File: config.mk
export PLATFORM = sky130hd
export DESIGN_NAME = uart_boot_loader_flat
export DESIGN_NICKNAME = d
export VERILOG_FILES = /design/src/rtl/uart_boot_loader_if.sv /design/src/rtl/uart_boot_loader.sv /design/src/flat_wrapper.sv
export SDC_FILE = /design/constraint.sdc
export NUM_CORES = 1
export LEC_CHECK = 0
export ABC_CLOCK_PERIOD_IN_PS = 2700
export CAP_MARGIN = 15
export CORE_ASPECT_RATIO = 0.9
export CORE_MARGIN = 3
export CORE_UTILIZATION = 54
export DETAILED_ROUTE_END_ITERATION = 7
export GPL_TIMING_DRIVEN = 0
export PLACE_DENSITY = 0.75
export SYNTH_ARGS = -nofsm -noshare
export SYNTH_HDL_FRONTEND = slang
export SYNTH_SLANG_ARGS = --single-unit
File: constraint.sdc
create_clock -name clk -period 2.7 [get_ports clk]
set_clock_uncertainty 0.1 [all_clocks]
set_input_delay 0.54 -clock clk [delete_from_list [all_inputs] [get_ports clk]]
set_output_delay 0.54 -clock clk [all_outputs]
set_load 0.005 [all_outputs]
File: src/rtl/uart_boot_loader_if.sv
// Byte-stream and instruction-memory write bundle for the UART boot loader.
//   rx_data   : received byte from uart_rx
//   rx_en     : byte valid (level, held until acknowledged)
//   rx_comp   : byte consumed, one-cycle pulse back to uart_rx
//   mem_we    : imem write strobe, one-cycle pulse
//   mem_addr  : imem word address
//   mem_wdata : imem write data
// Modport master is the loader side; slave is the uart_rx / imem side.
interface uart_boot_loader_if #(
    parameter int unsigned ADDR_WIDTH = 14
) ();
    logic [7:0]            rx_data;
    logic                  rx_en;
    logic                  rx_comp;
    logic                  mem_we;
    logic [ADDR_WIDTH-1:0] mem_addr;
    logic [31:0]           mem_wdata;

    modport master (
        input  rx_data,
        input  rx_en,
        output rx_comp,
        output mem_we,
        output mem_addr,
        output mem_wdata
    );

    modport slave (
        output rx_data,
        output rx_en,
        input  rx_comp,
        input  mem_we,
        input  mem_addr,
        input  mem_wdata
    );
endinterface

File: src/rtl/uart_boot_loader.sv
// Power-up boot loader. Consumes bytes from uart_rx, parses a framed image
// (sync byte, 32-bit LE word count, LE data words) and writes the words into
// instruction memory, keeping the core in reset until the load completes.
// Ports:
//   clk, rst_n : system clock, asynchronous active-low reset
//   bus        : uart_boot_loader_if.master (rx handshake + imem write port)
//   cpu_rst_n  : core reset, released only after a complete load
//   busy       : high while a frame is being received or written
//   err        : sticky status, 00 ok / 01 timeout / 10 length overflow
module uart_boot_loader #(
    parameter int unsigned ADDR_WIDTH     = 14,
    parameter logic [7:0]  SYNC_BYTE      = 8'hA5,
    parameter logic [31:0] TIMEOUT_CYCLES = 32'd50_000_000
) (
    input  logic                      clk,
    input  logic                      rst_n,
    uart_boot_loader_if.master        bus,
    output logic                      cpu_rst_n,
    output logic                      busy,
    output logic [1:0]                err
);
    localparam logic [2:0] ST_IDLE  = 3'd0;
    localparam logic [2:0] ST_LEN   = 3'd1;
    localparam logic [2:0] ST_DATA  = 3'd2;
    localparam logic [2:0] ST_WRITE = 3'd3;
    localparam logic [2:0] ST_DONE  = 3'd4;

    localparam logic [1:0] ERR_OK       = 2'b00;
    localparam logic [1:0] ERR_TIMEOUT  = 2'b01;
    localparam logic [1:0] ERR_OVERFLOW = 2'b10;

    // One bit wider than the count so 2**32 never truncates for large ADDR_WIDTH.
    localparam logic [32:0] CAPACITY = 33'd1 << ADDR_WIDTH;

    logic [2:0]            state_r;
    logic [2:0]            state_nxt_s;
    logic                  rx_comp_r;
    logic                  mem_we_r;
    logic                  cpu_rst_n_r;
    logic                  busy_r;
    logic [1:0]            err_r;
    logic [ADDR_WIDTH-1:0] mem_addr_r;
    logic [31:0]           mem_wdata_r;
    logic [23:0]           len_r;
    logic [31:0]           words_left_r;
    logic [31:0]           to_cnt_r;
    logic [1:0]            byte_cnt_r;

    logic                  accept_s;
    logic                  in_frame_s;
    logic                  last_byte_s;
    logic                  sync_s;
    logic                  timeout_s;
    logic                  len_ovf_s;
    logic [31:0]           len_full_s;

    // The 4th length byte is combined directly, so only three bytes are stored.
    assign len_full_s  = {bus.rx_data, len_r};
    assign len_ovf_s   = ({1'b0, len_full_s} > CAPACITY);
    assign in_frame_s  = (state_r == ST_LEN) || (state_r == ST_DATA);
    assign last_byte_s = (byte_cnt_r == 2'd3);
    assign sync_s      = (state_r == ST_IDLE) && accept_s && (bus.rx_data == SYNC_BYTE);

    // A byte is taken only when not already acknowledging one and the FSM can consume it.
    always_comb begin
        accept_s = 1'b0;
        if (bus.rx_en && !rx_comp_r && ((state_r == ST_IDLE) || in_frame_s)) begin
            accept_s = 1'b1;
        end else begin
            accept_s = 1'b0;
        end
    end

    // An accepted byte in the same cycle takes priority over expiry.
    always_comb begin
        timeout_s = 1'b0;
        if (in_frame_s && !accept_s && (to_cnt_r == (TIMEOUT_CYCLES - 32'd1))) begin
            timeout_s = 1'b1;
        end else begin
            timeout_s = 1'b0;
        end
    end

    // Next-state logic of the frame parser.
    always_comb begin
        state_nxt_s = state_r;
        case (state_r)
            ST_IDLE: begin
                if (sync_s) begin
                    state_nxt_s = ST_LEN;
                end else begin
                    state_nxt_s = ST_IDLE;
                end
            end
            ST_LEN: begin
                if (timeout_s) begin
                    state_nxt_s = ST_IDLE;
                end else if (accept_s && last_byte_s) begin
                    if (len_full_s == 32'd0) begin
                        state_nxt_s = ST_DONE;
                    end else if (len_ovf_s) begin
                        state_nxt_s = ST_IDLE;
                    end else begin
                        state_nxt_s = ST_DATA;
                    end
                end else begin
                    state_nxt_s = ST_LEN;
                end
            end
            ST_DATA: begin
                if (timeout_s) begin
                    state_nxt_s = ST_IDLE;
                end else if (accept_s && last_byte_s) begin
                    state_nxt_s = ST_WRITE;
                end else begin
                    state_nxt_s = ST_DATA;
                end
            end
            ST_WRITE: begin
                if (words_left_r == 32'd1) begin
                    state_nxt_s = ST_DONE;
                end else begin
                    state_nxt_s = ST_DATA;
                end
            end
            ST_DONE: begin
                state_nxt_s = ST_DONE;
            end
            default: begin
                state_nxt_s = ST_IDLE;
            end
        endcase
    end

    // State, handshake and status registers; busy/cpu_rst_n follow the next state.
    always_ff @(posedge clk or negedge rst_n) begin
        if (!rst_n) begin
            state_r     <= ST_IDLE;
            rx_comp_r   <= 1'b0;
            mem_we_r    <= 1'b0;
            cpu_rst_n_r <= 1'b0;
            busy_r      <= 1'b0;
            err_r       <= ERR_OK;
        end else begin
            state_r     <= state_nxt_s;
            rx_comp_r   <= accept_s;
            mem_we_r    <= (state_r == ST_DATA) && accept_s && last_byte_s;
            cpu_rst_n_r <= (state_nxt_s == ST_DONE);
            busy_r      <= (state_nxt_s == ST_LEN) || (state_nxt_s == ST_DATA) ||
                           (state_nxt_s == ST_WRITE);
            if (sync_s) begin
                err_r <= ERR_OK;
            end else if ((state_r == ST_LEN) && accept_s && last_byte_s && len_ovf_s) begin
                err_r <= ERR_OVERFLOW;
            end else if (timeout_s) begin
                err_r <= ERR_TIMEOUT;
            end else begin
                err_r <= err_r;
            end
        end
    end

    // Byte position within the current 4-byte field; wraps naturally between fields.
    always_ff @(posedge clk or negedge rst_n) begin
        if (!rst_n) begin
            byte_cnt_r <= 2'd0;
        end else if (sync_s || timeout_s) begin
            byte_cnt_r <= 2'd0;
        end else if (in_frame_s && accept_s) begin
            byte_cnt_r <= byte_cnt_r + 2'd1;
        end else begin
            byte_cnt_r <= byte_cnt_r;
        end
    end

    // Collects the low three length bytes.
    always_ff @(posedge clk or negedge rst_n) begin
        if (!rst_n) begin
            len_r <= 24'd0;
        end else if (sync_s) begin
            len_r <= 24'd0;
        end else if ((state_r == ST_LEN) && accept_s) begin
            case (byte_cnt_r)
                2'd0:    len_r[7:0]   <= bus.rx_data;
                2'd1:    len_r[15:8]  <= bus.rx_data;
                2'd2:    len_r[23:16] <= bus.rx_data;
                default: len_r        <= len_r;
            endcase
        end else begin
            len_r <= len_r;
        end
    end

    // Remaining word count and write address; the address stops on the final word.
    always_ff @(posedge clk or negedge rst_n) begin
        if (!rst_n) begin
            words_left_r <= 32'd0;
            mem_addr_r   <= '0;
        end else if (sync_s) begin
            words_left_r <= 32'd0;
            mem_addr_r   <= '0;
        end else if ((state_r == ST_LEN) && accept_s && last_byte_s) begin
            words_left_r <= len_full_s;
            mem_addr_r   <= mem_addr_r;
        end else if (state_r == ST_WRITE) begin
            words_left_r <= words_left_r - 32'd1;
            if (words_left_r != 32'd1) begin
                mem_addr_r <= mem_addr_r + {{(ADDR_WIDTH-1){1'b0}}, 1'b1};
            end else begin
                mem_addr_r <= mem_addr_r;
            end
        end else begin
            words_left_r <= words_left_r;
            mem_addr_r   <= mem_addr_r;
        end
    end

    // Assembles the data word little-endian, one byte lane per accepted byte.
    always_ff @(posedge clk or negedge rst_n) begin
        if (!rst_n) begin
            mem_wdata_r <= 32'd0;
        end else if ((state_r == ST_DATA) && accept_s) begin
            mem_wdata_r[{byte_cnt_r, 3'b000} +: 8] <= bus.rx_data;
        end else begin
            mem_wdata_r <= mem_wdata_r;
        end
    end

    // Inter-byte idle counter; only runs while a frame is being received.
    always_ff @(posedge clk or negedge rst_n) begin
        if (!rst_n) begin
            to_cnt_r <= 32'd0;
        end else if (in_frame_s) begin
            if (accept_s || timeout_s) begin
                to_cnt_r <= 32'd0;
            end else begin
                to_cnt_r <= to_cnt_r + 32'd1;
            end
        end else if (state_r == ST_WRITE) begin
            to_cnt_r <= to_cnt_r;
        end else begin
            to_cnt_r <= 32'd0;
        end
    end

    assign bus.rx_comp   = rx_comp_r;
    assign bus.mem_we    = mem_we_r;
    assign bus.mem_addr  = mem_addr_r;
    assign bus.mem_wdata = mem_wdata_r;
    assign cpu_rst_n     = cpu_rst_n_r;
    assign busy          = busy_r;
    assign err           = err_r;
endmodule

File: src/flat_wrapper.sv
// flat-port wrapper written by rule: the top's interface ports become plain ports
module uart_boot_loader_flat 
#(
    parameter int unsigned ADDR_WIDTH     = 14,
    parameter logic [7:0]  SYNC_BYTE      = 8'hA5,
    parameter logic [31:0] TIMEOUT_CYCLES = 32'd50_000_000
)
  (clk, rst_n, cpu_rst_n, busy, err, bus_rx_data, bus_rx_en, bus_rx_comp, bus_mem_we, bus_mem_addr, bus_mem_wdata);
  uart_boot_loader_if #(.ADDR_WIDTH(ADDR_WIDTH)) bus_i ();
  input  logic clk;
  input  logic rst_n;
  output logic cpu_rst_n;
  output logic busy;
  output logic [1:0] err;
  input wire logic [$bits(bus_i.rx_data)-1:0] bus_rx_data;
  input wire logic [$bits(bus_i.rx_en)-1:0] bus_rx_en;
  output wire logic [$bits(bus_i.rx_comp)-1:0] bus_rx_comp;
  output wire logic [$bits(bus_i.mem_we)-1:0] bus_mem_we;
  output wire logic [$bits(bus_i.mem_addr)-1:0] bus_mem_addr;
  output wire logic [$bits(bus_i.mem_wdata)-1:0] bus_mem_wdata;
  assign bus_i.rx_data = bus_rx_data;
  assign bus_i.rx_en = bus_rx_en;
  assign bus_rx_comp = bus_i.rx_comp;
  assign bus_mem_we = bus_i.mem_we;
  assign bus_mem_addr = bus_i.mem_addr;
  assign bus_mem_wdata = bus_i.mem_wdata;
  uart_boot_loader #(.ADDR_WIDTH(ADDR_WIDTH), .SYNC_BYTE(SYNC_BYTE), .TIMEOUT_CYCLES(TIMEOUT_CYCLES)) u_core (.clk(clk), .rst_n(rst_n), .bus(bus_i), .cpu_rst_n(cpu_rst_n), .busy(busy), .err(err));
endmodule
==> results of run 1 <==
-- power by group through the flow --
stage	sequential (mW)	clock [mW]	combinational [mW]
2_1_floorplan	3.17	0	1.57
3_3_place_gp	3.28	0	2.44
3_5_place_dp	3.30	0	2.53
4_1_cts	3.29	2.43	2.57
5_1_grt	3.38	2.53	2.87
6_report	3.32	2.41	2.61
-- stage by stage --
| stage | power, mW | std cells | setup TNS [ns] | instance area, um^2 |
|---|---|---|---|---|
| 6_report | 8.34 | 1109 | 0 | 9180 |
| 5_1_grt | 8.78 | 1109 | 0 | 9180 |
| 4_1_cts | 8.29 | 1107 | 0 | 9140 |
| 3_5_place_dp | 5.84 | 1071 | -38.52 | 8470 |
| 3_3_place_gp | 5.72 | 1070 | -706.91 | 8440 |
| 2_1_floorplan | 4.74 | 823 | 0 | 7630 |
-- routing by layer --
metal	track usage, %	vias up
met1	39.4	3524
met4	9.38	0
li1	-	3170
met3	6.47	61
met5	0	-
met2	45.9	357
-- worst max path at each step --
stage / end / slack (ns) / start / depth (start not counted)
CTS: u_core.words_left_r[30] / 0.06 / bus_rx_en / 7
global placement: u_core.bus.mem_addr[13] / -4.65 / rst_n / 1
detailed placement: u_core.bus.mem_addr[11] / -0.75 / bus_rx_data[0] / 6
finish: u_core.busy / 0.08 / u_core.words_left_r[12] / 6
global route: u_core.words_left_r[16] / 0.004 / u_core.words_left_r[1] / 6
floorplan: u_core.words_left_r[5] / 0.16 / bus_rx_data[3] / 7
-- final cells by class --
| class | instances | area (um^2) |
|---|---|---|
| Multi-Input combinational cell | 620 | 3770 |
| Buffer | 43 | 233 |
| Clock inverter | 10 | 134 |
| Fill cell | 1031 | 4380 |
| Timing Repair Buffer | 65 | 654 |
| Inverter | 15 | 56.3 |
| Sequential cell | 145 | 3630 |
| Tap cell | 189 | 236 |
| Clock buffer | 22 | 464 |
-- worst register-to-register path, delay by kind of cell, from the launching register on --
family                 cells  cell delay (ns)
AOI/OAI and AO/OA          1             0.30
buffers and inverters      1             0.16
DFF                        1             0.43
and+or+nand+nor            4             1.48
-- Yosys cell counts (all sizes together), types with 3 or more instances --
master	count
a21boi	3
a21oi	36
a221o	6
a22o	15
a22oi	3
a31o	3
a31oi	12
a32oi	3
and2	7
and3	15
and4	5
buf	16
clkbuf	27
dfrtp	145
ha	10
inv	15
mux2	3
mux2i	7
nand2	141
nand2b	6
nand3	32
nand3b	4
nand4	24
nor2	69
nor2b	3
nor3	22
nor3b	5
nor4	22
o211ai	8
o21ai	52
o311ai	5
o31ai	12
or2	4
or3	10
or4	14
or4b	6
xnor2	8
xor2	21
-- sequential cells by signal, summed over array words and instances (netlist names) --
register              count
u_core.bus.mem_addr      14
u_core.bus.mem_wdata     32
u_core.bus.mem_we         1
u_core.bus.rx_comp        1
u_core.busy               1
u_core.byte_cnt_r         2
u_core.cpu_rst_n          1
u_core.err                2
u_core.len_r             24
u_core.state_r            3
u_core.to_cnt_r          32
u_core.words_left_r      32
-- kinds of logic (layout without fill, tap and decap cells) --
group           after synthesis  count (layout)
mux                          10              10
buf+inv                      58             155
fa+ha+maj                    10              10
simple gates                395             395
compound gates              176             176
flops                       145             145
xor+xnor                     29              29
-- repair_timing --
action                                 4_1_cts  5_1_grt
endpoints found under the hold margin       52        0
setup endpoints to repair                   55       60
pin swaps                                    1        2
resized for setup                           10       12
hold buffers                                 1        0
buffers inserted                             3        1
==> results_tabular.tex, run 1 <==
\begin{tabular}{lr}
\hline
Metric & Value \\
\hline
\multicolumn{2}{l}{\textbf{Min path}} \\
\quad Depth of the worst hold-timing path & 2 \\
\quad Hold Crit Endpoint & u\_core.bus.mem\_wdata[14] \\
\quad Startpoint of the worst hold path & u\_core.bus.mem\_wdata[14] \\
\quad Worst hold path type & flip-flop to flip-flop \\
\multicolumn{2}{l}{\textbf{Pwr}} \\
\quad Leakage power of the design & 3.78 nW \\
\quad Worst supply voltage drop on vdd & 0.583 mV \\
\quad Power density over the cells & 908 nW/um\^{}2 \\
\quad Seq pwr share & 39.8\% \\
\quad Switching Share & 35.2\% \\
\quad Total internal power & 5.40 mW \\
\quad Relative contribution of combinational cells to total power & 31.3\% \\
\quad Clock share of power & 28.9\% \\
\quad Net switching power & 2.94 mW \\
\multicolumn{2}{l}{\textbf{Routing}} \\
\quad Via count normalized by instance count & 6.41 \\
\quad Number of design-rule violations left by the first detailed-router iteration & 842 \\
\quad DRC violation count after routing & 0 \\
\quad Total routed wire length on the met1 layer & 9.56 mm \\
\quad WL final & 22.3 mm \\
\quad Met3 Routed Length & 1.74 mm \\
\quad Met2 WL post-DR & 10.4 mm \\
\quad Number of iterations in the first detailed-routing pass & 5 \\
\quad Antenna-violating nets left & 0 \\
\quad Overall via count from detail\_route & 7,112 \\
\quad Highest metal used & met4 \\
\quad WL per Instance & 20.1 um \\
\multicolumn{2}{l}{\textbf{Clocking}} \\
\quad Clock tree from TritonCTS & done \\
\quad Clock buffer depth & 2 \\
\quad Inserted Clock Buffers & 17 \\
\quad Num Clock Sinks & 145 \\
\quad Clk Latency, worst-skew pair & 0.43 ns \\
\quad Clock transition time at the flip-flop clock pins of the worst setup and hold paths & 0.06 ns \\
\quad Root buffer cell & sky130\_fd\_sc\_hd\_\_clkbuf\_16 \\
\quad Htree depth & 4 \\
\multicolumn{2}{l}{\textbf{STA}} \\
\quad Fin crit period & 2.62 ns \\
\quad Setup repair after global routing missed its margin & no \\
\quad Worst hold-check slack & 0.382 ns \\
\quad Ratio of final minimum period to clock period & 97.0\% \\
\quad Transition time of the tightest slew-check pin & 1.10 ns \\
\quad Normalized max-slew margin & 25.7\% \\
\quad Setup Viol. Count Final & 0 \\
\quad Max Slew Vio Count & 0 \\
\quad Number of failing hold endpoints at the final stage & 0 \\
\quad Final setup slack of the worst path & 0.0804 ns \\
\quad Highest clock frequency the design can meet & 0.382 GHz \\
\multicolumn{2}{l}{\textbf{Floorplan}} \\
\quad Placeable core area & 13,600 um\^{}2 \\
\quad Count of boundary I/O pins & 63 \\
\quad Starting Density & 56.2\% \\
\quad Floorplan die width & 131 um \\
\quad Vertical extent of the die & 119 um \\
\quad Area of the die & 15,600 um\^{}2 \\
\quad \# rows & 40 \\
\multicolumn{2}{l}{\textbf{Placement}} \\
\quad Placer Congestion & 0.896 \\
\quad Detailed placer's ending HPWL & 15.1 mm \\
\quad Placement Setup Slack & -0.747 ns \\
\quad Count of port buffers added during placement & 58 \\
\multicolumn{2}{l}{\textbf{Worst setup path}} \\
\quad Worst path buffer plus inverter count & 1 \\
\quad Maximum fanout encountered on the critical timing path & 7 \\
\quad Slowest stage delay, CP & 0.52 ns \\
\quad Worst r2r path cells & 6 \\
\quad Startpoint type of the worst setup path & flip-flop \\
\quad Slowest cell on the critical path & sky130\_fd\_sc\_hd\_\_or4\_4 \\
\quad Arrival time of data at the critical path endpoint & 2.79 ns \\
\quad Critical path class & flip-flop to flip-flop \\
\quad Reg2Reg Capture Point & u\_core.busy \\
\quad Register-to-Register Setup Slack & 0.08 ns \\
\quad Critical Path End Type & flip-flop \\
\quad Kind of cell adding the most delay to the critical path & simple AND/OR/NAND/NOR gates \\
\quad Chain of cells forming the critical path & or3\_1, or4\_4, buf\_6, or2\_2, o21ai\_2, nand3b\_1 \\
\quad Critical register-to-register path startpoint & u\_core.words\_left\_r[12] \\
\quad Required time at the worst-slack endpoint & 2.87 ns \\
\multicolumn{2}{l}{\textbf{Synthesis}} \\
\quad Cell taking the most area after synthesis & sky130\_fd\_sc\_hd\_\_dfrtp\_1 \\
\quad Synthesized flop and latch total & 145 \\
\quad Primary flip-flop cell chosen by synthesis mapping & sky130\_fd\_sc\_hd\_\_dfrtp\_1 \\
\quad Mean instance size in the synthesized netlist & 9.27 um\^{}2 \\
\quad Synth Warn \# & 0 \\
\quad Area share of and/or/nand/nor cells after synthesis & 26.9\% \\
\quad Async set-reset flop share out of synthesis & 100\% \\
\quad Number of flops mapped to enable cells by yosys & 0 \\
\quad Synthesized netlist net count & 844 \\
\quad Sequential fraction of the synthesis area & 47.6\% \\
\quad Area share of xor/xnor cells in the synthesized design & 3.33\% \\
\quad Top cells by area, synth & sky130\_fd\_sc\_hd\_\_dfrtp\_1, sky130\_fd\_sc\_hd\_\_nand2\_1, sky130\_fd\_sc\_hd\_\_nor2\_1, sky130\_fd\_sc\_hd\_\_o21ai\_0, sky130\_fd\_sc\_hd\_\_xor2\_1 \\
\quad Synth Area in Compound Gates & 15.6\% \\
\quad Number of unique standard cell types used by synthesis & 75 \\
\quad Yosys top cell area share & 47.6\% \\
\quad Mux cell area share after synthesis & 1.36\% \\
\quad Adder and majority cell fraction of the synthesized area & 1.64\% \\
\quad Netlist Area Pre-Place & 7630 um\^{}2 \\
\quad Count of mapped cells out of synthesis & 823 \\
\quad Main combinational cell family by area after synthesis & simple AND/OR/NAND/NOR gates \\
\multicolumn{2}{l}{\textbf{Cells and area}} \\
\quad Proportion of layout cells with a drive suffix above 1 & 11.1\% \\
\quad Final Util & 67.7\% \\
\quad Commonest non-fill, non-tap cells in the layout & sky130\_fd\_sc\_hd\_\_dfrtp\_1, sky130\_fd\_sc\_hd\_\_nand2\_1, sky130\_fd\_sc\_hd\_\_nor2\_1 \\
\quad Diodes inserted & 0 \\
\quad Fin nets & 928 \\
\quad Most common cell after layout, fill and taps aside & sky130\_fd\_sc\_hd\_\_dfrtp\_1 \\
\quad Synth-to-layout area growth & 20.3\% \\
\multicolumn{2}{l}{\textbf{Global route}} \\
\quad Antenna violations before repair & 0 \\
\quad Largest net degree at the start of global routing & 92 \\
\quad Global-route total usage across every layer & 28.8\% \\
\quad Residual overflow from global routing & 0 \\
\quad Wire length of the first global-routing pass & 36.2 mm \\
\quad Vias in the first global route & 6,881 \\
\multicolumn{2}{l}{\textbf{Job}} \\
\quad Number of maximum-capacitance constraint violations & 0 \\
\multicolumn{2}{l}{\textbf{Run status}} \\
\quad Run status & complete, no violations \\
\hline
\end{tabular}
No activity file was read; power rests on OpenSTA's default activity.
==> run 2: changes to the inputs <==
CELL_PAD_IN_SITES_DETAIL_PLACEMENT = 0   (was not set)
CELL_PAD_IN_SITES_GLOBAL_PLACEMENT = 1   (was not set)
CORE_UTILIZATION = 45   (was 54)
PLACE_DENSITY = not set   (was 0.75)
PLACE_DENSITY_LB_ADDON = 0.1   (was not set)
==> run 2 against run 1 <==
Sequential share of layout area down 0.065 points. Global-route usage down 3.0 points. Hold slack worse by 0.38 ns. Via count down 3.6%. Wire length up 3.7%. Cell area up 0.16%. Register-to-register slack about the same. Clock power down 5%. Largest power group unchanged.
==> results_tabular.tex, run 2 (synthesis gave the netlist of run 1 again) <==
\begin{tabular}{lr}
\hline
Metric & Value \\
\hline
\multicolumn{2}{l}{\textbf{Routing}} \\
\quad WL per Instance & 20.5 um \\
\quad WL final & 23.1 mm \\
\quad Antenna-violating nets left & 0 \\
\quad DRC violation count after routing & 0 \\
\quad Number of iterations in the first detailed-routing pass & 5 \\
\quad Number of design-rule violations left by the first detailed-router iteration & 561 \\
\quad Overall via count from detail\_route & 6,853 \\
\quad Via count normalized by instance count & 6.08 \\
\multicolumn{2}{l}{\textbf{Clocking}} \\
\quad Clock transition time at the flip-flop clock pins of the worst setup and hold paths & 0.07 ns \\
\quad Inserted Clock Buffers & 17 \\
\quad Number of buffers added to fix hold violations after cts & 0 \\
\quad Clk Latency, worst-skew pair & 0.44 ns \\
\quad Clock buffer depth & 2 \\
\quad Num Clock Sinks & 145 \\
\quad Clock tree from TritonCTS & done \\
\quad Htree depth & 4 \\
\quad Root buffer cell & sky130\_fd\_sc\_hd\_\_clkbuf\_16 \\
\multicolumn{2}{l}{\textbf{Global route}} \\
\quad Global-route total usage across every layer & 25.8\% \\
\quad Largest net degree at the start of global routing & 78 \\
\quad Antenna violations before repair & 0 \\
\quad Residual overflow from global routing & 0 \\
\quad Vias in the first global route & 6,774 \\
\quad Wire length of the first global-routing pass & 37.1 mm \\
\multicolumn{2}{l}{\textbf{Cells and area}} \\
\quad Diodes inserted & 0 \\
\quad Synth-to-layout area growth & 20.5\% \\
\quad Proportion of layout cells with a drive suffix above 1 & 11.9\% \\
\quad Most common cell after layout, fill and taps aside & sky130\_fd\_sc\_hd\_\_dfrtp\_1 \\
\quad Commonest non-fill, non-tap cells in the layout & sky130\_fd\_sc\_hd\_\_dfrtp\_1, sky130\_fd\_sc\_hd\_\_nand2\_1, sky130\_fd\_sc\_hd\_\_nor2\_1 \\
\quad Fin nets & 929 \\
\multicolumn{2}{l}{\textbf{STA}} \\
\quad Setup Viol. Count Final & 0 \\
\quad Max Slew Vio Count & 0 \\
\quad Highest clock frequency the design can meet & 0.382 GHz \\
\quad Number of failing hold endpoints at the final stage & 0 \\
\quad Normalized max-slew margin & 19.2\% \\
\quad Transition time of the tightest slew-check pin & 1.20 ns \\
\quad Ratio of final minimum period to clock period & 97.0\% \\
\quad Fin crit period & 2.62 ns \\
\quad Final setup TNS & 0 ns \\
\quad Setup repair after global routing missed its margin & no \\
\multicolumn{2}{l}{\textbf{Run status}} \\
\quad Run status & complete, no violations \\
\multicolumn{2}{l}{\textbf{Floorplan}} \\
\quad Area of the die & 18,500 um\^{}2 \\
\quad Floorplan die width & 143 um \\
\quad Starting Density & 46.6\% \\
\quad \# rows & 44 \\
\quad Vertical extent of the die & 130 um \\
\quad Placeable core area & 16,400 um\^{}2 \\
\quad Count of boundary I/O pins & 63 \\
\multicolumn{2}{l}{\textbf{Worst setup path}} \\
\quad Critical path class & flip-flop to flip-flop \\
\quad Arrival time of data at the critical path endpoint & 2.82 ns \\
\quad Critical Path End Type & flip-flop \\
\quad Maximum fanout encountered on the critical timing path & 7 \\
\quad Required time at the worst-slack endpoint & 2.91 ns \\
\quad Register-to-Register Setup Slack & 0.08 ns \\
\quad Startpoint type of the worst setup path & flip-flop \\
\multicolumn{2}{l}{\textbf{Pwr}} \\
\quad Power density over the cells & 888 nW/um\^{}2 \\
\quad Worst supply voltage drop on vdd & 0.547 mV \\
\quad Post-layout total power & 8.16 mW \\
\quad Leakage power of the design & 3.78 nW \\
\multicolumn{2}{l}{\textbf{Placement}} \\
\quad Count of port buffers added during placement & 58 \\
\quad Placer Congestion & 0.926 \\
\quad Detailed placer's ending HPWL & 16.2 mm \\
\multicolumn{2}{l}{\textbf{Min path}} \\
\quad Worst hold path type & primary input to asynchronous set/reset pin \\
\multicolumn{2}{l}{\textbf{Job}} \\
\quad Number of maximum-capacitance constraint violations & 0 \\
\hline
\end{tabular}
## run 2: layer usage
metal	routed length [um]	vias up	GRT usage (%)	share of wire, %
met5	0	-	0	0
met3	1550	30	6.46	6.7
li1	-	3166	-	-
met4	596	0	9.52	2.6
met1	10800	3415	36.5	47
met2	10100	242	38.6	44
## run 2: critical path, stage by stage, from the launching register on
cell                       delay [ns]
sky130_fd_sc_hd__dfrtp_1         0.44
sky130_fd_sc_hd__or3_1           0.47
sky130_fd_sc_hd__or4_4           0.50
sky130_fd_sc_hd__buf_6           0.16
sky130_fd_sc_hd__o311ai_0        0.57
sky130_fd_sc_hd__xor2_1          0.20
sky130_fd_sc_hd__nor2_1          0.06
## run 2: power by group
group	switching, mW	internal, mW	total, mW
Sequential	0.565	2.73	3.30
Clock	1.07	1.22	2.29
Combinational	1.41	1.17	2.58
## run 2: path summary, 6_finish.rpt
check | startpoint | endpoint | cells past startpoint
setup / recovery | u_core.words_left_r[12] | u_core.bus.mem_addr[11] | 6
hold / removal | rst_n | u_core.bus.mem_wdata[5] | 1
setup reg to reg | u_core.words_left_r[12] | u_core.bus.mem_addr[11] | 6
hold reg to reg | u_core.bus.mem_wdata[7] | u_core.bus.mem_wdata[7] | 2
max in group asynchronous | rst_n | u_core.bus.mem_addr[13] | 2
min in group clk | u_core.bus.mem_wdata[7] | u_core.bus.mem_wdata[7] | 2
## run 2: cell type report
class,count,area [um^2]
timing repair buffer,66,664
fill,1469,7160
tap,207,259
buffer,43,235
clock buffer,17,425
sequential,145,3630
multi-input combinational,620,3780
clock inverter,15,140
inverter,15,56.3
## run 2: per-stage QoR
stage	hold slack, ns	cell area, um^2	worst slack [ns]	utilization, %	instances
after global routing	0.0426	9190	0.0230	56.2	1128
after global placement	0.362	8470	-4.84	51.8	1088
after floorplan	0.144	7630	0.162	-	823
final	0.00575	9190	0.0820	56.2	1128
after CTS	0.0195	9130	0.00379	55.8	1124
after detailed placement	0.370	8510	-1.04	52.0	1090
## run 2: timing repair
item                       4_1_cts  5_1_grt
pin swaps                        1        2
setup endpoints to repair       56       47
gates resized for setup         13       13
setup buffers                    2        4
==> run 3: changes to the inputs <==
CTS_CLUSTER_SIZE = 25   (was not set)
MAX_ROUTING_LAYER = met4   (was not set)
==> run 3 against run 2 <==
Register-to-register slack worse by 0.03 ns. Cell count up 0.18%. Sequential share of layout area fell by 0.22 points. Cell area is 0.57% higher. Sequential power about the same. Non-clock buffer count is 2 higher.
==> results_tabular.tex, run 3 (synthesis gave the netlist of run 1 again) <==
\begin{tabular}{lr}
\hline
Metric & Value \\
\hline
\multicolumn{2}{l}{\textbf{Routing}} \\
\quad Number of design-rule violations left by the first detailed-router iteration & 623 \\
\quad Highest metal used & met4 \\
\quad Via count normalized by instance count & 6.12 \\
\quad Met3 Routed Length & 1.55 mm \\
\quad Total routed wire length on the met1 layer & 11.1 mm \\
\quad Overall via count from detail\_route & 6,915 \\
\quad Met2 WL post-DR & 10.3 mm \\
\quad DRC violation count after routing & 0 \\
\quad Antenna-violating nets left & 0 \\
\quad WL final & 23.9 mm \\
\quad Number of iterations in the first detailed-routing pass & 5 \\
\quad WL per Instance & 21.1 um \\
\multicolumn{2}{l}{\textbf{Placement}} \\
\quad Placement Setup Slack & -1.14 ns \\
\quad Placer Congestion & 0.937 \\
\quad Count of placed standard cells including taps & 1,089 \\
\quad Detailed placer's ending HPWL & 16.6 mm \\
\quad Count of port buffers added during placement & 58 \\
\multicolumn{2}{l}{\textbf{STA}} \\
\quad Number of failing hold endpoints at the final stage & 0 \\
\quad Setup Viol. Count Final & 0 \\
\quad Transition time of the tightest slew-check pin & 0.886 ns \\
\quad Max Slew Vio Count & 0 \\
\quad Final setup slack of the worst path & 0.0566 ns \\
\quad Normalized max-slew margin & 40.5\% \\
\quad Highest clock frequency the design can meet & 0.378 GHz \\
\quad Final setup TNS & 0 ns \\
\quad Setup repair after global routing missed its margin & no \\
\quad Fin crit period & 2.64 ns \\
\quad Ratio of final minimum period to clock period & 97.9\% \\
\multicolumn{2}{l}{\textbf{Clocking}} \\
\quad Num Clock Sinks & 145 \\
\quad Htree depth & 4 \\
\quad Clock transition time at the flip-flop clock pins of the worst setup and hold paths & 0.06 ns \\
\quad Clk Latency, worst-skew pair & 0.43 ns \\
\quad Clock tree from TritonCTS & done \\
\quad Root buffer cell & sky130\_fd\_sc\_hd\_\_clkbuf\_16 \\
\quad Clock buffer depth & 2 \\
\quad Inserted Clock Buffers & 17 \\
\multicolumn{2}{l}{\textbf{Pwr}} \\
\quad Post-layout total power & 8.37 mW \\
\quad Worst supply voltage drop on vdd & 0.553 mV \\
\quad Leakage power of the design & 3.79 nW \\
\quad Power density over the cells & 905 nW/um\^{}2 \\
\multicolumn{2}{l}{\textbf{Floorplan}} \\
\quad \# rows & 44 \\
\quad Vertical extent of the die & 130 um \\
\quad Placeable core area & 16,400 um\^{}2 \\
\quad Starting Density & 46.6\% \\
\quad Floorplan die width & 143 um \\
\quad Count of boundary I/O pins & 63 \\
\quad Area of the die & 18,500 um\^{}2 \\
\multicolumn{2}{l}{\textbf{Worst setup path}} \\
\quad Register-to-Register Setup Slack & 0.06 ns \\
\quad Worst path buffer plus inverter count & 1 \\
\quad Slowest stage delay, CP & 0.53 ns \\
\quad Startpoint type of the worst setup path & flip-flop \\
\quad Startpoint of the worst setup timing path & u\_core.words\_left\_r[6] \\
\quad Slowest cell on the critical path & sky130\_fd\_sc\_hd\_\_or4\_4 \\
\quad Critical path class & flip-flop to flip-flop \\
\quad Worst r2r path cells & 6 \\
\quad Chain of cells forming the critical path & or3\_4, or4\_4, buf\_6, or2\_2, o21ai\_2, nand3b\_1 \\
\quad Critical register-to-register path startpoint & u\_core.words\_left\_r[6] \\
\quad Kind of cell adding the most delay to the critical path & simple AND/OR/NAND/NOR gates \\
\quad Reg2Reg Capture Point & u\_core.busy \\
\quad Required time at the worst-slack endpoint & 2.87 ns \\
\quad Arrival time of data at the critical path endpoint & 2.82 ns \\
\quad Critical Path End Type & flip-flop \\
\quad Maximum fanout encountered on the critical timing path & 7 \\
\multicolumn{2}{l}{\textbf{Min path}} \\
\quad Worst hold path type & flip-flop to flip-flop \\
\quad Depth of the worst hold-timing path & 2 \\
\quad Startpoint of the worst hold path & u\_core.bus.mem\_wdata[6] \\
\quad Hold Crit Endpoint & u\_core.bus.mem\_wdata[6] \\
\multicolumn{2}{l}{\textbf{Run status}} \\
\quad Run status & complete, no violations \\
\multicolumn{2}{l}{\textbf{Cells and area}} \\
\quad Fin nets & 931 \\
\quad Diodes inserted & 0 \\
\quad Final non-filler cell total & 1,130 \\
\quad Synth-to-layout area growth & 21.2\% \\
\quad Proportion of layout cells with a drive suffix above 1 & 12.1\% \\
\quad Commonest non-fill, non-tap cells in the layout & sky130\_fd\_sc\_hd\_\_dfrtp\_1, sky130\_fd\_sc\_hd\_\_nand2\_1, sky130\_fd\_sc\_hd\_\_nor2\_1 \\
\quad Most common cell after layout, fill and taps aside & sky130\_fd\_sc\_hd\_\_dfrtp\_1 \\
\multicolumn{2}{l}{\textbf{Global route}} \\
\quad Global-route total usage across every layer & 27.9\% \\
\quad Largest net degree at the start of global routing & 93 \\
\quad Residual overflow from global routing & 0 \\
\quad Vias in the first global route & 6,839 \\
\quad Wire length of the first global-routing pass & 38.8 mm \\
\quad Antenna violations before repair & 0 \\
\multicolumn{2}{l}{\textbf{Job}} \\
\quad Number of maximum-capacitance constraint violations & 0 \\
\hline
\end{tabular}
## run 3: worst min-delay path, stage by stage (launching register included)
cell	delay, ns
sky130_fd_sc_hd__dfrtp_1	0.34
sky130_fd_sc_hd__nand2_1	0.04
sky130_fd_sc_hd__o21ai_0	0.06
## run 3: area by class of cell
| cell class | instances | area, um^2 |
|---|---|---|
| Clock buffer | 17 | 425 |
| Inverter | 15 | 56.3 |
| Clock inverter | 15 | 173 |
| Tap cell | 207 | 259 |
| Timing Repair Buffer | 68 | 677 |
| Multi-Input combinational cell | 620 | 3790 |
| Sequential cell | 145 | 3630 |
| Fill cell | 1470 | 7100 |
| Buffer | 43 | 235 |
## run 3: stage by stage
| step | area, um^2 | hold WS [ns] | utilization (%) |
|---|---|---|---|
| floorplan | 7630 | 0.144 | - |
| global placement | 8470 | 0.361 | 51.8 |
| finish | 9250 | 0.380 | 56.6 |
| CTS | 9170 | 0.385 | 56.1 |
| detailed placement | 8500 | 0.370 | 52.0 |
| global route | 9250 | 0.403 | 56.6 |
## run 3: worst max path at each step
stage,endpoint,slack (ns),depth (start not counted)
5_1_grt,u_core.bus.mem_addr[2],0.03,8
3_5_place_dp,u_core.len_r[16],-1.14,6
4_1_cts,u_core.busy,0.02,5
6_report,u_core.busy,0.06,6
3_3_place_gp,u_core.bus.mem_addr[8],-4.88,1
2_1_floorplan,u_core.words_left_r[5],0.16,7
## run 3: layer usage
metal | global-route usage, % | vias to the layer above
li1 | - | 3179
met1 | 39.3 | 3434
met2 | 39.6 | 252
met3 | 5.68 | 50
met4 | 11.0 | 0
met5 | - | -
## run 3: repair_timing
item / 4_1_cts / 5_1_grt
endpoints found under the hold margin: 53 / 0
pin swaps: 2 / 1
hold buffers: 1 / 0
resized for setup: 9 / 21
endpoints found under the setup margin: 64 / 72
setup buffers: 5 / 1
## run 3: power by group
| group | switching, mW | internal [mW] |
|---|---|---|
| logic | 1.44 | 1.18 |
| clock network | 1.05 | 1.39 |
| registers | 0.582 | 2.73 |
| total | 3.07 | 5.30 |
==> RTL edit 1 (config.mk and constraints of run 1) <==
Register the output `busy` once more, with the module's reset; this adds one clock of latency there. The other outputs are not delayed to match.
--- a/src/rtl/uart_boot_loader.sv
+++ b/src/rtl/uart_boot_loader.sv
@@ -249,5 +249,11 @@
     assign bus.mem_wdata = mem_wdata_r;
     assign cpu_rst_n     = cpu_rst_n_r;
-    assign busy          = busy_r;
+    always_ff @(posedge clk or negedge rst_n) begin
+        if (!rst_n) begin
+            busy <= '0;
+        end else begin
+            busy <= busy_r;
+        end
+    end
     assign err           = err_r;
 endmodule
Behaviour: not the same (a bounded check fails within 4 cycles, from zero or initial values and one cycle with rst_n low).
==> RTL edit 1 against run 1 <==
Final area is 1.0% higher. Via count is 1.2% lower. First-iteration DRC count is 5.5% lower. Critical endpoint is now u_core.to_cnt_r[22]$_DFFE_PN0P_. Synthesized area is 0.33% higher. Count of clock-buffer cells in the layout is 4 lower. Final cell count is 0.18% lower. Sequential cell count is 1 higher. Power is 3.0% higher. Largest cell class unchanged. Wire length is 2.4% lower. Synthesized cell count is 0.12% higher. Worst setup slack worse by 0.044 ns.
==> RTL edit 1: results (changes against run 1) <==
STA
  – Hold WS: 0.259 ns (-0.122 ns)
  – Rel. slew slack: 0.229 (-0.0285)
  – Worst setup margin: 0.0364 ns (-0.0440 ns)

Power
  – Max VDD drop: 632 uV (+8.4%)
  – Comb pwr share: 0.304 (-0.009)
  – P_clk: 2.67 mW (+11%)
  – Psw: 2.93 mW (-0.21%)

Min path
  – Hold path start: u_core.busy_r$_DFF_PN0_

Synthesis
  – Cell count after synthesis: 824 (+0.12%)
  – Top post-synthesis cells by area: dfrtp_1 (48%), nand2_1 (6.9%), nor2_1 (3.4%)
  – Synth cell count leaders: dfrtp_1 (146), nand2_1 (140), nor2_1 (69), o21ai_0 (49), nand3_1 (31)

Drt
  – Met2 WL: 10300 um (-1.3%)
  – Via/cell ratio: 6.35 (-1.0%)
  – Vias: 7028 (-1.2%)

Place
  – Routability cong.: 0.970 (+8.3%)
  – Place WS: -0.782 ns (-0.0349 ns)
  – Placed cells: 1072 (+0.093%)
  – Post-Place Cell Area: 8500 um2 (+0.30%)

Setup path
  – CP max FO: 10 (+3)
  – Critical R2R Launch: u_core.to_cnt_r[8]$_DFFE_PN0P_
  – Critical path arrival: 2.89 ns (+0.10 ns)

Global routing
  – First-pass GRT wire length: 35400 um (-2.3%)
  – Grt met1 use: 0.393 (-0.00149)
  – Largest net degree at the start of global routing: 103 (+12%)
  – Met2 GRT Util: 0.434 (-0.0252)
  – Gr usage total: 0.282 (-0.00620)

Clocking
  – Post_cts resized: 11 (+1)

Status
  – Status: finished clean

Final layout
  – Layout cells sized above 1: 0.114 (+0.00351)
[RTL edit 1: cell types whose count changed in the layout (fill, tap and decap cells not counted), sizes merged]
cell      delta
buf          -4
bufinv       +3
clkbuf       -3
clkinv       -2
clkinvlp     +3
dfrtp        +1
[RTL edit 1: cell families after synthesis]
kind of cell	share of synthesized area
AO/OA/AOI/OAI	0.155
XOR/XNOR	0.0332
adder cells (fa/ha/maj)	0.0164
buffers and inverters	0.0360
flip-flops	0.477
multiplexers	0.0136
AND/OR/NAND/NOR	0.268
[RTL edit 1: area by class of cell]
cell class,count,area [um2],area share
tap,189,236,0.0255
multi-input combinational,620,3790,0.409
sequential,146,3650,0.394
inverter,15,56.3,0.00607
timing repair buffer,62,634,0.0684
buffer,43,235,0.0254
clock inverter,14,236,0.0255
clock buffer,18,429,0.0463
[RTL edit 1: critical path, stage by stage, from the launching register on]
cell	delay [ns]
dfrtp_1	0.43
or4b_2	0.72
nor4_2	0.40
nand3_2	0.30
a21oi_4	0.36
buf_6	0.19
nor2_1	0.06
==> RTL edit 2 (config.mk and constraints of run 1) <==
Without the edit above. `ADDR_WIDTH` is set to 14 in 3 places; all go to 12.
--- a/src/rtl/uart_boot_loader_if.sv
+++ b/src/rtl/uart_boot_loader_if.sv
@@ -8,5 +8,5 @@
 // Modport master is the loader side; slave is the uart_rx / imem side.
 interface uart_boot_loader_if #(
-    parameter int unsigned ADDR_WIDTH = 14
+    parameter int unsigned ADDR_WIDTH = 12
 ) ();
     logic [7:0]            rx_data;
--- a/src/rtl/uart_boot_loader.sv
+++ b/src/rtl/uart_boot_loader.sv
@@ -9,5 +9,5 @@
 //   err        : sticky status, 00 ok / 01 timeout / 10 length overflow
 module uart_boot_loader #(
-    parameter int unsigned ADDR_WIDTH     = 14,
+    parameter int unsigned ADDR_WIDTH     = 12,
     parameter logic [7:0]  SYNC_BYTE      = 8'hA5,
     parameter logic [31:0] TIMEOUT_CYCLES = 32'd50_000_000
--- a/src/flat_wrapper.sv
+++ b/src/flat_wrapper.sv
@@ -2,5 +2,5 @@
 module uart_boot_loader_flat 
 #(
-    parameter int unsigned ADDR_WIDTH     = 14,
+    parameter int unsigned ADDR_WIDTH     = 12,
     parameter logic [7:0]  SYNC_BYTE      = 8'hA5,
     parameter logic [31:0] TIMEOUT_CYCLES = 32'd50_000_000
Interface: changed (resized bus_mem_addr); port bits go from 63 to 61. No check against the original RTL was run, so the function may have changed too.
==> RTL edit 2 against run 1 <==
The run now ends with hold timing left. Synthesized area decreased by 1.8%. Register-to-register slack improved by 0.03 ns. Maximum frequency increased by 0.80%. Highest routed layer unchanged. Sequential cell count decreased by 2. Hold slack got worse by 0.39 ns. Final area decreased by 1.8%. Wire length decreased by 3.4%. Combinational power increased by 34%. Sequential share of layout area increased by 0.16 points. Worst setup slack improved by 0.021 ns. Power increased by 10%.
==> RTL edit 2: results (changes against run 1) <==
Status
  – Status: finished, violations left
  – Failing checks: hold timing

Synthesis
  – Post-synth cell types: 64 (-15%)
  – Synth cell count leaders: dfrtp_1 (143), nand2_1 (129), o21ai_0 (83), nor2_1 (54), a21oi_1 (41)
  – Warning count from the yosys run: 0 (unchanged)
  – Cell count after synthesis: 823 (unchanged)
  – Syn Nets: 844 (unchanged)
  – Post-synth ARST share: 1.00 (unchanged)
  – Top post-synthesis cells by area: dfrtp_1 (48%), nand2_1 (6.5%), o21ai_0 (5.5%)
  – Sequential area share after synthesis: 0.478 (+0.00222)
  – Post-synth top flop: dfrtp_1

Global routing
  – Initial antenna violation count: 0 (unchanged)
  – Vias in the first global route: 6795 (-1.2%)
  – Largest net degree at the start of global routing: 84 (-8.7%)
  – Gr usage total: 0.293 (+0.00461)
  – First-pass GRT wire length: 35500 um (-2.0%)

Setup path
  – Critical path arrival: 2.79 ns (about the same)
  – Worst path max stage delay: 0.64 ns (+0.12 ns)
  – CP max FO: 10 (+3)
  – Slowest cell on crit path: or4_4
  – Top delay family on crit path: simple AND/OR/NAND/NOR gates
  – Worst r2r path cells: 6 (unchanged)

Drt
  – Vias: 6905 (-2.9%)
  – Final WL: 21500 um (-3.4%)
  – Drt initial violations: 808 (-4.0%)
  – Via/cell ratio: 6.39 (-0.40%)
  – Detailed Routing Iterations Pass 1: 5 (unchanged)

Clocking
  – Clock Path Buffers: 2 (unchanged)
  – Clock Sinks: 143 (-1.4%)
  – Total CTS buffers: 17 (unchanged)
  – Max H-tree Level: 4 (unchanged)
  – CTS root buf: clkbuf_16
  – Clk_lat worst skew: 0.43 ns (about the same)
  – CTS clock-pin slew for the worst setup and hold paths: 0.06 ns (about the same)

Final layout
  – Diode count: 0 (unchanged)
  – Layout cells sized above 1: 0.116 (+0.00523)
  – Final nets: 922 (-0.65%)

Power
  – Clock power frac: 0.256 (-0.033)
  – Comb pwr share: 0.380 (+0.067)
  – Cell Int Power: 5.71 mW (+5.7%)
  – Net Sw Frac: 0.379 (+0.0272)
  – Pleak: 3.68 nW (-2.6%)
  – Max VDD drop: 598 uV (+2.7%)

Place
  – Place WS: -0.937 ns (-0.191 ns)
  – I/O Buffers: 52 (-10%)
  – Placed cells: 1044 (-2.5%)
  – Routability cong.: 0.960 (+7.1%)
  – Post-DP HPWL: 14800 um (-2.0%)

STA
  – Tightest Pin Transition: 0.960 ns (-0.144 ns)
  – Hold Vio Cnt, Final: 8 (+8)
  – Hold WS: -0.0128 ns (-0.394 ns)

Min path
  – Worst Hold Class: in -> async
==> RTL edit 2: cell count changes after synthesis, moves of 6 or more <==
cell and change:
nand2_1 -11, clkbuf_1 +11, o21ai_0 +34, o31ai_1 -6, nor4_1 +14, nor3b_1 +6, a21oi_1 +11, nor2_1 -15
nor2_2 +21
==> RTL edit 2: final cells by class <==
type                    count  area (um2)
fillers                  1056        4450
multi-input cells         620        3750
flip-flops and latches    143        3580
repair buffers             60         602
clock buffers              25         505
plain buffers              47         248
well taps                 168         210
clock inverters             6        80.1
inverters                  12        45.0
==> RTL edit 2: worst paths after layout <==
path                                                      startpoint                              endpoint  slack, ns
worst max-delay path                                  bus_rx_data[4]    u_core.words_left_r[9]$_DFFE_PN0P_       0.10
worst min-delay path                                           rst_n  u_core.bus.mem_wdata[21]$_DFFE_PN0P_      -0.01
worst max register to register           u_core.state_r[2]$_DFF_PN0_             u_core.err[0]$_DFFE_PN0P_       0.11
worst min register to register  u_core.bus.mem_wdata[30]$_DFFE_PN0P_  u_core.bus.mem_wdata[30]$_DFFE_PN0P_       0.38
max in group asynchronous                                      rst_n    u_core.bus.mem_addr[2]$_DFFE_PN0P_       1.70
min in group clk                u_core.bus.mem_wdata[30]$_DFFE_PN0P_  u_core.bus.mem_wdata[30]$_DFFE_PN0P_       0.38
==> RTL edit 2: what timing repair did <==
item	in CTS	in global routing
hold buffers	0	0
endpoints found under the setup margin	38	43
hold endpoints to repair	0	0
setup buffers	3	4
pin swaps	2	3
gates resized for setup	11	23
==> RTL edit 2: routing by layer <==
metal | global-route usage | up-vias | part of all wire
li1 | - | 3136 | -
met1 | 0.424 | 3374 | 0.44
met2 | 0.415 | 355 | 0.45
met3 | 0.0912 | 40 | 0.091
met4 | 0.101 | 0 | 0.023
met5 | 0 | - | 0
==> RTL edit 2: worst reg2reg max path: cells and delay by family, from the launching register on <==
kind                   cells  cell delay, ns
and+or+nand+nor            2            0.94
DFF                        1            0.41
buffers and inverters      2            0.57
AOI/OAI and AO/OA          2            0.48
==> RTL edit 2: stage by stage <==
stage	cell area [um2]	util	hold WS, ns
2_1_floorplan	7490	-	0.144
3_3_place_gp	8220	0.610	0.360
3_5_place_dp	8250	0.613	0.377
4_1_cts	8910	0.662	0.00266
5_1_grt	9020	0.670	0.0214
6_report	9020	0.670	-0.0128
==> RTL edit 2: cells by family after synthesis <==
kind of cell	count (synthesis)	synth area share
AOI/OAI and AO/OA	193	0.162
xor gates and xnor gates	29	0.0339
adders and majority gates	10	0.0167
buffers and inverters	60	0.0378
DFF	143	0.478
muxes	3	0.00401
and+or+nand+nor	385	0.268
